==> src/rtl/dmem_arbiter.sv <==
// Two-requester arbiter for the single-port data memory: CPU has fixed priority,
// DMA gets a forced grant after MAX_WAIT blocked cycles; read data is tagged to its owner.
module dmem_arbiter #(
  parameter int unsigned ADDR_W   = 32,
  parameter int unsigned DATA_W   = 32,
  parameter int unsigned MAX_WAIT = 4,
  parameter int unsigned CNT_W    = 3
) (
  input  logic              Clk,
  input  logic              Rst_n,
  input  logic              CpuReq,
  input  logic              CpuWe,
  input  logic [ADDR_W-1:0] CpuAddr,
  input  logic [DATA_W-1:0] CpuWrData,
  output logic              CpuGnt,
  output logic              CpuStall,
  output logic              CpuRdValid,
  output logic [DATA_W-1:0] CpuRdData,
  input  logic              DmaReq,
  input  logic              DmaWe,
  input  logic [ADDR_W-1:0] DmaAddr,
  input  logic [DATA_W-1:0] DmaWrData,
  output logic              DmaGnt,
  output logic              DmaRdValid,
  output logic [DATA_W-1:0] DmaRdData,
  output logic [ADDR_W-1:0] DmemAddr,
  output logic              DmemWrite,
  output logic [DATA_W-1:0] DmemWrData,
  input  logic [DATA_W-1:0] DmemRdData
);

  typedef enum logic [1:0] {
    OWN_NONE,
    OWN_CPU,
    OWN_DMA
  } owner_t;

  localparam logic [CNT_W-1:0] MaxWaitC = CNT_W'(MAX_WAIT);

  owner_t           RdOwner;
  logic [CNT_W-1:0] WaitCnt;
  logic             Force;

  always_comb begin
    Force    = DmaReq && (WaitCnt >= MaxWaitC);
    DmaGnt   = DmaReq & (~CpuReq | Force);
    CpuGnt   = CpuReq & ~DmaGnt;
    CpuStall = CpuReq & ~CpuGnt;
    if (DmaGnt) begin
      DmemAddr   = DmaAddr;
      DmemWrData = DmaWrData;
      DmemWrite  = DmaWe;
    end else begin
      DmemAddr   = CpuAddr;
      DmemWrData = CpuWrData;
      DmemWrite  = CpuGnt & CpuWe;
    end
  end

  always_ff @(posedge Clk or negedge Rst_n) begin
    if (!Rst_n) begin
      WaitCnt <= '0;
      RdOwner <= OWN_NONE;
    end else begin
      if (DmaGnt || !DmaReq)
        WaitCnt <= '0;
      else if (WaitCnt < MaxWaitC)
        WaitCnt <= WaitCnt + CNT_W'(1);

      if (CpuGnt && !CpuWe)
        RdOwner <= OWN_CPU;
      else if (DmaGnt && !DmaWe)
        RdOwner <= OWN_DMA;
      else
        RdOwner <= OWN_NONE;
    end
  end

  // Valids decode the registered owner; data is passed through and qualified by them.
  assign CpuRdValid = (RdOwner == OWN_CPU);
  assign DmaRdValid = (RdOwner == OWN_DMA);
  assign CpuRdData  = DmemRdData;
  assign DmaRdData  = DmemRdData;

endmodule

==> config.mk <==
export PLATFORM = sky130hd
export DESIGN_NAME = dmem_arbiter
export DESIGN_NICKNAME = d
export VERILOG_FILES = /design/src/rtl/dmem_arbiter.sv
export SDC_FILE = /design/constraint.sdc
export NUM_CORES = 1
export LEC_CHECK = 0
export CAP_MARGIN = 25
export CORE_AREA = 3 3 115 117
export CTS_CLUSTER_SIZE = 12
export DETAILED_ROUTE_END_ITERATION = 10
export DIE_AREA = 0 0 118 120
export SYNTH_ARGS = -nofsm -noshare
export SYNTH_HDL_FRONTEND = slang
export SYNTH_SLANG_ARGS = --single-unit
==> constraint.sdc <==
create_clock -name Clk -period 3.15 [get_ports Clk]
set_clock_uncertainty 0.2 [all_clocks]
set_input_delay 0.63 -clock Clk [delete_from_list [all_inputs] [get_ports Clk]]
set_output_delay 0.63 -clock Clk [all_outputs]
set_load 0.1 [all_outputs]
==> results.cfg <==
[sta]
max_freq_mhz = 328
final_hold_viol_count = 0
setup_viol = 0
maxSlewViolCount = 0
relSlewSlack_pct = 81.3
period_minus_slack_ns = 3.05
period_share_pct = 96.7
timing.final.ws_setup_ns = 0.105
fin_setup_tns_ns = 0
rsz0062_at_grt = no
worst_slew_pin_slew_ns = 0.283

[layout]
fill_cells = 1231
final_layout_size_suffix_gt1_share_pct = 39.5
syn_to_final_growth_pct = 167
diodes = 0
regArea_sq_um = 125
stdcell_area_sq_um = 4010
nNetsFinal = 462
multi_input_area_sq_um = 833
final_cells = 466

[synth]
synth_top_family_by_area = multiplexers
synth_edf_count = 0
muxShareOfSynthArea_pct = 48.0
synth-simple-area-share_pct = 3.58
synth_area_per_cell_sq_um = 9.69
synthAdderAreaFrac_pct = 0.833
synth_flop_cell = dfrtp_1
synth_compound_area_share_pct = 1.83
syn_inst = 155
yosys_warnings = 0
synth-xor-area-share_pct = 0
ys_ff_latch = 5
synthesis.nets = 322
synthArstFlopShare_pct = 100
syn-cell-area_sq_um = 1500
ys_seq_area_share_pct = 8.33
ys_types = 16

[grt]
grt_max_degree = 38
antenna_found_initial = 0
use_met1_pct = 9.10
grt_pass1_vias = 1811
grt_overflow_total = 0
grt_use_met3_pct = 3.20
grt_pass1_wl_um = 9490
met2_usage_pct = 14.5
grt_usage_pct = 8.14
busiest_layer = met2

[cts]
cts.sinks = 5
ctsRootBufferMaster = clkbuf_16
insertion_delay_ns = 0.22
clk_path_buf_depth = 2
cts_hold_buffers = 0
cts_made_buffers = 3
cts_setup_buffers = 0
cts.clk_slew.worst_paths_ns = 0.03
cts_tree = yes
cts_max_level = 1
post_cts_resize_count = 0

[power]
total_power_mw = 1.36
p_clk_share_pct = 15.1
power_frac_comb_pct = 79.9
leakage_nw = 1.60
switching_share_pct = 49.2
seq_power_share_pct = 5.0
p_per_area_nw_per_um2 = 340
netSwitchingPower_mw = 0.672
p_int_mw = 0.693
max-vdd-ir-drop_uv = 133

[worst_setup_path]
reg2reg_to = RdOwner[1]
reg2reg_depth = 4
cp_max_fo = 37
crit_required_ns = 2.32
critPathLaunchType = primary input
cp-end-kind = primary output
critPathKind = primary input to primary output
worstReg2RegStart = WaitCnt[2]
r2r_setup_slack_ns = 1.71
crit_arrival_ns = 2.22

[min_path]
whs_endpoint = WaitCnt[0]
hold_path_depth = 1
min_from = WaitCnt[0]
hold_path_class = register to register

[floorplan]
die_area_sq_um = 14200
fp-row-count = 41
start_util_pct = 12.1
die_h_um = 120
core_sq_um = 12500
die_x_um = 118
ioPinCount = 300

[outcome]
outcome = complete, no violations

[drt]
route.detailed.wl_per_inst_um = 13.3
drtPass1Iterations = 4
drc = 0
antenna_left = 0
routed_wirelength_um = 6190
vias_per_cell = 3.41
dr.first_iter.drc_count = 24
vias = 1587

[placement]
dp_hpwl_um = 5580
pre_cts_ws_ns = 0.0968
dpl_cell_area_sq_um = 3930
gp_congestion = 0.752
io_buffers = 203
dpl.cell_count = 462

[flow_run]
drv_cap = 0
[sequential cells by signal, indices dropped and copies added, names as in the netlist]
| signal | cells |
|---|---|
| WaitCnt | 3 |
| RdOwner | 2 |
[cells in the final DEF, fill, tap and decap left out, drive strengths merged, types with 2 or more instances in the layout]
cell           netlist  final
clkdlybuf4s50        0    133
nor2                 2      2
and2                 2      2
clkbuf               0      4
buf                 71     73
nor2b                4      4
a21boi               2      2
mux2                64     64
dfrtp                5      5
[worst max-delay path by stage]
stage,startpoint,to,slack (ns),cells past startpoint
2_1_floorplan,CpuReq,DmemWrite,0.22,2
3_3_place_gp,DmaReq,DmemWrData[6],0.12,5
3_5_place_dp,DmaReq,DmemWrData[24],0.1,5
4_1_cts,DmaReq,DmemWrData[24],0.09,5
5_1_grt,CpuReq,DmemWrData[1],0.03,5
6_report,DmaReq,DmemWrData[3],0.10,5
[kinds of logic (layout without fill, tap and decap cells)]
| family | after synthesis | in the layout |
|---|---|---|
| mux | 64 | 64 |
| simple gates | 10 | 10 |
| fa+ha+maj | 1 | 1 |
| buf+inv | 72 | 211 |
| compound gates | 3 | 3 |
| flops | 5 | 5 |
[worst max-delay path, stage by stage]
cell,delay (ns)
clkdlybuf4s50_1,0.48
a21boi_4,0.24
buf_12,0.24
mux2_1,0.40
buf_12,0.18
[cell type report]
type	count	share of cell area (%)
clock buffers	4	1.97
inverters	1	0.0936
multi-input cells	78	20.8
flip-flops and latches	5	3.12
well taps	172	5.36
repair buffers	206	68.7
[stage by stage]
stage | util, % | hold WS [ns]
floorplan | - | 0.134
global placement | 31.5 | 0.230
detailed placement | 31.5 | 0.252
CTS | 32.2 | 0.255
global route | 32.2 | 0.265
finish | 32.2 | 0.258
[cells in the mapped netlist (2+ instances only)]
cell type | n | area (sq um)
nor2_1 | 2 | 7.51
dfrtp_1 | 5 | 125
mux2_2 | 37 | 417
buf_4 | 67 | 503
and2_1 | 2 | 12.5
mux2_1 | 27 | 304
nor2b_1 | 4 | 25.0
buf_8 | 3 | 45.0
[power by group through the flow]
stage / clock network [mW] / registers (mW) / logic [mW]
2_1_floorplan: 0 / 0.0686 / 0.990
5_1_grt: 0.212 / 0.0684 / 1.12
4_1_cts: 0.208 / 0.0682 / 1.10
3_3_place_gp: 0 / 0.0687 / 1.09
3_5_place_dp: 0 / 0.0689 / 1.10
6_report: 0.205 / 0.0681 / 1.09
[routing by layer]
layer	up-vias	routed length, um
met4	0	36
met3	8	717
met5	-	0
met1	691	2250
li1	742	-
met2	146	3190
(Power assumes the default switching activity.)
